==> src/rtl/imem_loader_pkg.sv <==
// Shared definitions for the boot-time instruction memory loader.
package imem_loader_pkg;

    // Default instruction memory capacity, in 32-bit words.
    localparam int unsigned DEPTH_DEFAULT  = 1024;

    // Default width of the byte address driven to the memory (matches pc).
    localparam int unsigned ADDR_W_DEFAULT = 32;

    // Word index to byte address: a word is 4 bytes.
    localparam int unsigned WORD_SHIFT     = 2;

    // Loader FSM states.
    typedef enum logic [2:0] {
        S_LEN   = 3'd0,
        S_DATA  = 3'd1,
        S_FLUSH = 3'd2,
        S_DONE  = 3'd3,
        S_ERR   = 3'd4
    } state_t;

endpackage

==> src/rtl/imem_loader_byte_packer.sv <==
// Packs a little-endian byte stream into 32-bit words.
// Byte k of a word lands in bits [8k+7:8k]; o_word_valid pulses for one
// cycle on the edge after the 4th byte is taken, with o_word holding the
// completed word during that cycle.
module imem_loader_byte_packer (
    input  logic        i_clk,
    input  logic        i_reset,
    input  logic        i_strobe,
    input  logic [7:0]  i_byte,
    output logic [31:0] o_word,
    output logic        o_word_valid
);

    logic [1:0]  r_cnt;
    logic [31:0] r_word;
    logic        r_word_valid;

    // Byte lane counter and shift register; the counter wraps 3 -> 0 on each completed word.
    always_ff @(posedge i_clk) begin
        if (i_reset) begin
            r_cnt        <= 2'd0;
            r_word       <= 32'd0;
            r_word_valid <= 1'b0;
        end else begin
            r_word_valid <= 1'b0;
            if (i_strobe) begin
                r_word[{r_cnt, 3'b000} +: 8] <= i_byte;
                r_cnt                        <= r_cnt + 2'd1;
                if (r_cnt == 2'd3) begin
                    r_word_valid <= 1'b1;
                end
            end
        end
    end

    assign o_word       = r_word;
    assign o_word_valid = r_word_valid;

endmodule

==> src/rtl/imem_loader.sv <==
// Boot-time program loader: takes a 4-byte little-endian word count and then
// the program bytes from the host, writes each packed word to instruction
// memory at byte address 4*i, and holds the CPU in reset until the last write
// has landed.
//
// state   | meaning
// --------+-------------------------------------------------------------
// S_LEN   | collecting the 4 header bytes (word count, LSB first)
// S_DATA  | collecting program bytes, one memory write per packed word
// S_FLUSH | one quiet cycle so the final write lands before release
// S_DONE  | program loaded, CPU released; terminal until reset
// S_ERR   | header count exceeded memory depth; terminal until reset
module imem_loader
    import imem_loader_pkg::*;
#(
    parameter int unsigned DEPTH  = DEPTH_DEFAULT,
    parameter int unsigned ADDR_W = ADDR_W_DEFAULT
) (
    input  logic              i_clk,
    input  logic              i_reset,
    input  logic              i_in_valid,
    input  logic [7:0]        i_in_data,
    output logic              o_in_ready,
    output logic              o_mem_we,
    output logic [ADDR_W-1:0] o_mem_addr,
    output logic [31:0]       o_mem_wdata,
    output logic              o_cpu_reset,
    output logic              o_load_done,
    output logic              o_load_err
);

    // Wide enough that a word index equal to DEPTH is representable.
    localparam int WIDX_W = $clog2(DEPTH) + 1;

    state_t             r_state;
    state_t             w_state_next;

    logic [1:0]         r_hcnt;
    logic [31:0]        r_len;
    logic [WIDX_W-1:0]  r_widx;

    logic               r_mem_we;
    logic [ADDR_W-1:0]  r_mem_addr;
    logic [31:0]        r_mem_wdata;
    logic               r_cpu_reset;
    logic               r_load_done;
    logic               r_load_err;

    logic               w_accept;
    logic               w_hdr_byte;
    logic               w_hdr_last;
    logic               w_data_byte;
    logic [31:0]        w_len_full;
    logic [31:0]        w_word;
    logic               w_word_valid;
    logic               w_write;
    logic               w_last_word;
    logic [ADDR_W-1:0]  w_word_addr;

    // in_ready is a pure function of the state register.
    assign o_in_ready  = (r_state == S_LEN) || (r_state == S_DATA);

    assign w_accept    = i_in_valid && o_in_ready;
    assign w_hdr_byte  = w_accept && (r_state == S_LEN);
    assign w_hdr_last  = w_hdr_byte && (r_hcnt == 2'd3);
    assign w_data_byte = w_accept && (r_state == S_DATA);

    // Header shifts in from the top so the first byte ends up in bits [7:0].
    assign w_len_full  = {i_in_data, r_len[31:8]};

    // A completed word is only written while still loading; a stray byte taken
    // on the last S_DATA cycle never completes a word.
    assign w_write     = w_word_valid && (r_state == S_DATA);
    assign w_last_word = w_write && ((32'(r_widx) + 32'd1) == r_len);
    assign w_word_addr = ADDR_W'(r_widx) << WORD_SHIFT;

    imem_loader_byte_packer u_packer (
        .i_clk        (i_clk),
        .i_reset      (i_reset),
        .i_strobe     (w_data_byte),
        .i_byte       (i_in_data),
        .o_word       (w_word),
        .o_word_valid (w_word_valid)
    );

    // State register.
    always_ff @(posedge i_clk) begin
        if (i_reset) begin
            r_state <= S_LEN;
        end else begin
            r_state <= w_state_next;
        end
    end

    // Next-state logic; the length decision uses the full 32-bit header value.
    always_comb begin
        w_state_next = r_state;
        unique case (r_state)
            S_LEN: begin
                if (w_hdr_last) begin
                    if (w_len_full == 32'd0) begin
                        w_state_next = S_DONE;
                    end else if (w_len_full > 32'(DEPTH)) begin
                        w_state_next = S_ERR;
                    end else begin
                        w_state_next = S_DATA;
                    end
                end
            end
            S_DATA: begin
                if (w_last_word) begin
                    w_state_next = S_FLUSH;
                end
            end
            S_FLUSH: w_state_next = S_DONE;
            S_DONE:  w_state_next = S_DONE;
            S_ERR:   w_state_next = S_ERR;
            default: w_state_next = S_LEN;
        endcase
    end

    // Header capture and word index bookkeeping.
    always_ff @(posedge i_clk) begin
        if (i_reset) begin
            r_hcnt <= 2'd0;
            r_len  <= 32'd0;
            r_widx <= '0;
        end else begin
            if (w_hdr_byte) begin
                r_hcnt <= r_hcnt + 2'd1;
                r_len  <= w_len_full;
            end
            if (w_write) begin
                r_widx <= r_widx + 1'b1;
            end
        end
    end

    // Registered memory write port; address and data hold after the last write.
    always_ff @(posedge i_clk) begin
        if (i_reset) begin
            r_mem_we    <= 1'b0;
            r_mem_addr  <= '0;
            r_mem_wdata <= 32'd0;
        end else begin
            r_mem_we <= w_write;
            if (w_write) begin
                r_mem_addr  <= w_word_addr;
                r_mem_wdata <= w_word;
            end
        end
    end

    // Registered status outputs, one cycle behind the state register.
    always_ff @(posedge i_clk) begin
        if (i_reset) begin
            r_cpu_reset <= 1'b1;
            r_load_done <= 1'b0;
            r_load_err  <= 1'b0;
        end else begin
            r_cpu_reset <= (r_state != S_DONE);
            r_load_done <= (r_state == S_DONE);
            r_load_err  <= (r_state == S_ERR);
        end
    end

    assign o_mem_we    = r_mem_we;
    assign o_mem_addr  = r_mem_addr;
    assign o_mem_wdata = r_mem_wdata;
    assign o_cpu_reset = r_cpu_reset;
    assign o_load_done = r_load_done;
    assign o_load_err  = r_load_err;

endmodule

==> config.mk <==
export PLATFORM = sky130hd
export DESIGN_NAME = imem_loader
export DESIGN_NICKNAME = d
export VERILOG_FILES = /design/src/rtl/imem_loader_pkg.sv /design/src/rtl/imem_loader_byte_packer.sv /design/src/rtl/imem_loader.sv
export SDC_FILE = /design/constraint.sdc
export NUM_CORES = 1
export LEC_CHECK = 0
export ABC_AREA = 1
export BUFFER_PORTS_ARGS = -buffer_cell sky130_fd_sc_hd__buf_4
export CORE_ASPECT_RATIO = 0.9
export CORE_MARGIN = 2
export CORE_UTILIZATION = 55
export DETAILED_ROUTE_END_ITERATION = 8
export GPL_TIMING_DRIVEN = 0
export PLACE_DENSITY = 0.77
export RECOVER_POWER = 100
export SLEW_MARGIN = 10
export SYNTH_ARGS = -nofsm -noshare
export SYNTH_HDL_FRONTEND = slang
export SYNTH_SLANG_ARGS = --single-unit
export TNS_END_PERCENT = 100
==> constraint.sdc <==
create_clock -name i_clk -period 4.8 [get_ports i_clk]
set_input_delay 0.48 -clock i_clk [delete_from_list [all_inputs] [get_ports i_clk]]
set_output_delay 0.48 -clock i_clk [all_outputs]
set_load 0.005 [all_outputs]
==> impl_metrics.prom <==
# TYPE chip_impl_metric gauge
chip_impl_metric{name="vdd.ir_drop.worst",unit="mV"} 0.261
chip_impl_metric{name="setup_violations",unit=""} 0
chip_impl_metric{name="detailed_place_hpwl",unit="µm"} 10100
chip_impl_info{name="timing.rr.end",value="o_mem_wdata[29]$_SDFFE_PP0P_"} 1
chip_impl_metric{name="die_area",unit="mm²"} 0.0109
chip_impl_info{name="tritoncts",value="yes"} 1
chip_impl_metric{name="yosysTopAreaCellShare",unit="%"} 47.1
chip_impl_metric{name="post_synth_num_cell_types",unit=""} 27
chip_impl_metric{name="slew_headroom",unit="%"} 48.0
chip_impl_metric{name="post-route-drc-count",unit=""} 0
chip_impl_metric{name="critical_path_depth",unit=""} 8
chip_impl_metric{name="nets",unit=""} 862
chip_impl_metric{name="number_of_standard_cells_after_synthesis",unit=""} 748
chip_impl_metric{name="worstPathBufferInverterCount",unit=""} 4
chip_impl_metric{name="maximum_number_of_pins_on_one_net_before_global_route_repair",unit=""} 17
chip_impl_metric{name="met2_resource_use_gr",unit="%"} 44.1
chip_impl_metric{name="clk_transition_reported_paths",unit="ns"} 0.06
chip_impl_metric{name="placed_cell_area",unit="mm²"} 0.00617
chip_impl_metric{name="antenna_violations_before_repair",unit=""} 0
chip_impl_metric{name="yosys_warnings",unit=""} 0
chip_impl_metric{name="port_buffers",unit=""} 56
chip_impl_metric{name="drive_gt1_share",unit="%"} 14.0
chip_impl_metric{name="global_route.usage.total",unit="%"} 28.5
chip_impl_metric{name="totalWireLength",unit="µm"} 14700
chip_impl_metric{name="filler_cell_count",unit=""} 806
chip_impl_metric{name="crit_share_post_route",unit="%"} 54.0
chip_impl_metric{name="cts_buf_count",unit=""} 17
chip_impl_metric{name="number_of_global_route_vias_before_repair",unit=""} 4968
chip_impl_info{name="cpMostUsedCell",value="sky130_fd_sc_hd__nor2_1"} 1
chip_impl_metric{name="antenna-diode-count",unit=""} 0
chip_impl_metric{name="power_per_cell_area",unit="mW/mm²"} 371
chip_impl_metric{name="grt_overflow",unit=""} 0
chip_impl_metric{name="clock_network_latency_to_the_later_pin_of_the_worst_skew_pair",unit="ns"} 0.53
chip_impl_info{name="rr_startpoint",value="r_state[2]$_SDFFE_PP0P_"} 1
chip_impl_metric{name="synth.avg_cell_area",unit="µm²"} 7.38
chip_impl_metric{name="reg2reg_setup_slack",unit="ns"} 2.21
chip_impl_metric{name="grtUsageMet3",unit="%"} 7.28
chip_impl_metric{name="stdcell_area",unit="mm²"} 0.00672
chip_impl_metric{name="fp-row-count",unit=""} 34
chip_impl_metric{name="drt_iter0_drc",unit=""} 542
chip_impl_info{name="worst_hold_path.endpoint",value="r_len[30]$_SDFFE_PP0P_"} 1
chip_impl_metric{name="via_per_inst",unit=""} 5.49
chip_impl_metric{name="final.setup.tns",unit="ns"} 0
chip_impl_info{name="cp-start-kind",value="flip-flop"} 1
chip_impl_info{name="timing.setup.critical_path_class",value="reg2reg"} 1
chip_impl_metric{name="worst_path_largest_cell_delay",unit="ns"} 0.67
chip_impl_info{name="critical_path.cell_chain",value="inv_1 > nand3_1 > nor2_1 > inv_1 > clkbuf_1 > clkbuf_1 > nor2_1 > nor2_1"} 1
chip_impl_metric{name="mappedNetlistArea",unit="mm²"} 0.00552
chip_impl_metric{name="tightestPinTransition",unit="ns"} 0.777
chip_impl_metric{name="ctsResizeCount",unit=""} 0
chip_impl_metric{name="area_growth",unit="%"} 21.8
chip_impl_metric{name="route.vias.total",unit=""} 5387
chip_impl_metric{name="die_height",unit="µm"} 99.0
chip_impl_metric{name="final_antenna_net_count",unit=""} 0
chip_impl_info{name="kind_of_cell_adding_the_most_delay_to_the_critical_path",value="simple AND/OR/NAND/NOR gates"} 1
chip_impl_metric{name="globalRouteMet1Util",unit="%"} 38.5
chip_impl_metric{name="postLayoutSetupSlackWorst",unit="ns"} 2.21
chip_impl_metric{name="arrival",unit="ns"} 3.01
chip_impl_metric{name="hold_ws",unit="ns"} 0.279
chip_impl_info{name="synth_top_area_cells",value="sky130_fd_sc_hd__dfxtp_1, sky130_fd_sc_hd__nand2_1, sky130_fd_sc_hd__a21oi_1, sky130_fd_sc_hd__nor2_1, sky130_fd_sc_hd__o21ai_0"} 1
chip_impl_metric{name="critPathRequiredTime",unit="ns"} 5.22
chip_impl_metric{name="detailedPlace.worstSlack",unit="ns"} 2.50
chip_impl_metric{name="timing_max_transition_violations_final",unit=""} 0
chip_impl_info{name="min_from",value="i_in_data[6]"} 1
chip_impl_metric{name="htreeDepth",unit=""} 4
chip_impl_metric{name="floorplan.initialDensity",unit="%"} 56.9
chip_impl_metric{name="clock_sinks",unit=""} 130
chip_impl_metric{name="sequential_cell_area_fraction_in_the_yosys_report",unit="%"} 47.1
chip_impl_metric{name="worstHoldPathCells",unit=""} 3
chip_impl_metric{name="cts_post_setup_buffers_inserted",unit=""} 0
chip_impl_metric{name="ys_ff_latch",unit=""} 130
chip_impl_info{name="endpoint_kind_of_the_worst_setup_timing_path",value="flip-flop"} 1
chip_impl_metric{name="ctsHoldBuffers",unit=""} 0
chip_impl_metric{name="period_minus_slack",unit="ns"} 2.59
chip_impl_info{name="outcome",value="finished clean"} 1
chip_impl_metric{name="tritonroute_pass_1_iters",unit=""} 8
chip_impl_metric{name="max_cap_viol_count",unit=""} 0
chip_impl_metric{name="dieWidth",unit="µm"} 110
chip_impl_metric{name="finalHoldViolations",unit=""} 0
chip_impl_metric{name="critical_path_peak_fanout",unit=""} 10
chip_impl_metric{name="drt-wirelength-per-cell",unit="µm"} 15.0
chip_impl_metric{name="grt_first_pass_wirelength",unit="µm"} 23900
chip_impl_info{name="worst_path_max_delay_cell",value="sky130_fd_sc_hd__nor2_1"} 1
chip_impl_info{name="netlist.top_cell.by_area",value="sky130_fd_sc_hd__dfxtp_1"} 1
chip_impl_info{name="clock-root-buffer",value="sky130_fd_sc_hd__clkbuf_8"} 1
chip_impl_metric{name="maximum_clock_rate",unit="MHz"} 386
chip_impl_metric{name="clock_skew",unit="ns"} 0.00945
chip_impl_metric{name="cts-root-to-sink-buffers",unit=""} 2
chip_impl_info{name="busiest_layer",value="met2"} 1
chip_impl_info{name="min-delay-path-class",value="in2reg"} 1
chip_impl_metric{name="core_area",unit="mm²"} 0.00970
chip_impl_info{name="rsz0062_at_grt",value="no"} 1
chip_impl_metric{name="leakage_power",unit="nW"} 2.92
chip_impl_metric{name="boundaryPins",unit=""} 80
chip_impl_metric{name="routability_congestion",unit=""} 0.960
chip_impl_metric{name="worstRegToRegCells",unit=""} 8
-- where the power goes --
part | switching [W] | internal [W] | total, W
clock network | 0.000514 | 0.000759 | 0.00127
logic | 0.0000748 | 0.0000408 | 0.000116
registers | 0.0000119 | 0.00109 | 0.00111
-- cell usage after synthesis --
cell type and count:
sky130_fd_sc_hd__a21oi_1 87, sky130_fd_sc_hd__a31oi_1 1, sky130_fd_sc_hd__buf_1 1, sky130_fd_sc_hd__buf_2 8, sky130_fd_sc_hd__buf_4 21, sky130_fd_sc_hd__clkbuf_1 32, sky130_fd_sc_hd__conb_1 1, sky130_fd_sc_hd__dfxtp_1 130
sky130_fd_sc_hd__ha_1 8, sky130_fd_sc_hd__inv_1 51, sky130_fd_sc_hd__inv_2 1, sky130_fd_sc_hd__nand2_1 123, sky130_fd_sc_hd__nand2_2 5, sky130_fd_sc_hd__nand3_1 52, sky130_fd_sc_hd__nand3_4 1, sky130_fd_sc_hd__nand4_1 23
sky130_fd_sc_hd__nor2_1 108, sky130_fd_sc_hd__nor2_2 1, sky130_fd_sc_hd__nor2_4 4, sky130_fd_sc_hd__nor3_1 2, sky130_fd_sc_hd__nor3_2 1, sky130_fd_sc_hd__o211a_1 2, sky130_fd_sc_hd__o21ai_0 71, sky130_fd_sc_hd__o21ai_1 5
sky130_fd_sc_hd__o21ai_2 1, sky130_fd_sc_hd__or3_1 6, sky130_fd_sc_hd__xor2_1 2
-- worst reg2reg max path, stage by stage (launching register included) --
cell	delay (ns)
sky130_fd_sc_hd__dfxtp_1	0.34
sky130_fd_sc_hd__inv_1	0.13
sky130_fd_sc_hd__nand3_1	0.23
sky130_fd_sc_hd__nor2_1	0.67
sky130_fd_sc_hd__inv_1	0.18
sky130_fd_sc_hd__clkbuf_1	0.33
sky130_fd_sc_hd__clkbuf_1	0.35
sky130_fd_sc_hd__nor2_1	0.20
sky130_fd_sc_hd__nor2_1	0.07
-- logic make-up after synthesis --
| group | Yosys count | synth area share [%] |
|---|---|---|
| AO/OA/AOI/OAI | 167 | 15.4 |
| buffers and inverters | 114 | 9.36 |
| XOR/XNOR | 2 | 0.317 |
| other | 1 | 0.0679 |
| AND/OR/NAND/NOR | 326 | 25.9 |
| flip-flops | 130 | 47.1 |
| adder cells (fa/ha/maj) | 8 | 1.81 |
-- registers in the layout, summed over array words and instances (netlist names), 2 cells and up --
| signal | count |
|---|---|
| o_mem_addr | 11 |
| o_mem_wdata | 32 |
| r_hcnt | 2 |
| r_len | 32 |
| r_state | 3 |
| r_widx | 11 |
| u_packer.o_word | 32 |
| u_packer.r_cnt | 2 |
-- layout make-up --
class                           count  area (µm²)  area share, %
Multi-Input combinational cell    524        2450           36.5
Inverter                           52         195           2.90
Clock inverter                     14         153           2.27
Clock buffer                       18         428           6.37
Timing Repair Buffer               56         420           6.25
Buffer                             62         314           4.67
Sequential cell                   130        2600           38.7
Tap cell                          126         158           2.35
-- cells in the final DEF (no fill, tap or decap) --
cell                         instances
sky130_fd_sc_hd__nor2_1            110
sky130_fd_sc_hd__clkinvlp_4          4
sky130_fd_sc_hd__ha_1                8
sky130_fd_sc_hd__clkbuf_1           38
sky130_fd_sc_hd__a21oi_1            87
sky130_fd_sc_hd__clkinv_2            2
sky130_fd_sc_hd__buf_1               1
sky130_fd_sc_hd__clkbuf_4           48
sky130_fd_sc_hd__nand3_1            53
sky130_fd_sc_hd__buf_2               2
sky130_fd_sc_hd__buf_4              29
sky130_fd_sc_hd__inv_1              52
sky130_fd_sc_hd__nand2_2             4
sky130_fd_sc_hd__xor2_1              2
sky130_fd_sc_hd__nand4_1            23
sky130_fd_sc_hd__o21ai_0            72
sky130_fd_sc_hd__clkbuf_8            2
sky130_fd_sc_hd__bufinv_16           2
sky130_fd_sc_hd__nand2_1           124
sky130_fd_sc_hd__o21ai_1             4
sky130_fd_sc_hd__nor2_4              3
sky130_fd_sc_hd__clkbuf_16          16
sky130_fd_sc_hd__o211a_1             2
sky130_fd_sc_hd__nor3_1              2
sky130_fd_sc_hd__or3_1               6
sky130_fd_sc_hd__a31oi_1             1
sky130_fd_sc_hd__clkinv_4            1
sky130_fd_sc_hd__nor3_2              1
sky130_fd_sc_hd__inv_6               5
sky130_fd_sc_hd__conb_1             21
sky130_fd_sc_hd__dfxtp_1           130
sky130_fd_sc_hd__o21ai_2             1
-- worst max-delay path by stage --
stage / startpoint / end / slack (ns)
3_3_place_gp: u_packer.r_cnt[0]$_SDFFE_PP0P_ / u_packer.o_word[13]$_SDFFE_PP0P_ / 2.54
5_1_grt: u_packer.r_cnt[0]$_SDFFE_PP0P_ / u_packer.o_word[13]$_SDFFE_PP0P_ / 2.03
6_report: r_state[2]$_SDFFE_PP0P_ / o_mem_wdata[29]$_SDFFE_PP0P_ / 2.21
4_1_cts: u_packer.r_cnt[0]$_SDFFE_PP0P_ / u_packer.o_word[13]$_SDFFE_PP0P_ / 2.37
3_5_place_dp: u_packer.r_cnt[0]$_SDFFE_PP0P_ / u_packer.o_word[11]$_SDFFE_PP0P_ / 2.50
2_1_floorplan: u_packer.r_cnt[0]$_SDFFE_PP0P_ / u_packer.o_word[16]$_SDFFE_PP0P_ / 2.88
-- per-layer routing --
metal / up-vias / share of wire (%)
met3: 39 / 9.5
li1: 2626 / -
met5: - / 0
met1: 2460 / 43
met2: 262 / 46
met4: 0 / 2.0
-- through the flow --
stage                     power, W  instances  util [%]
after floorplan            0.00120        768         -
after global placement     0.00124        950      63.6
after detailed placement   0.00124        950      63.6
after CTS                  0.00249        982      69.6
after global routing       0.00256        982      69.3
final                      0.00249        982      69.3
Power figures use the tool's default switching activity.
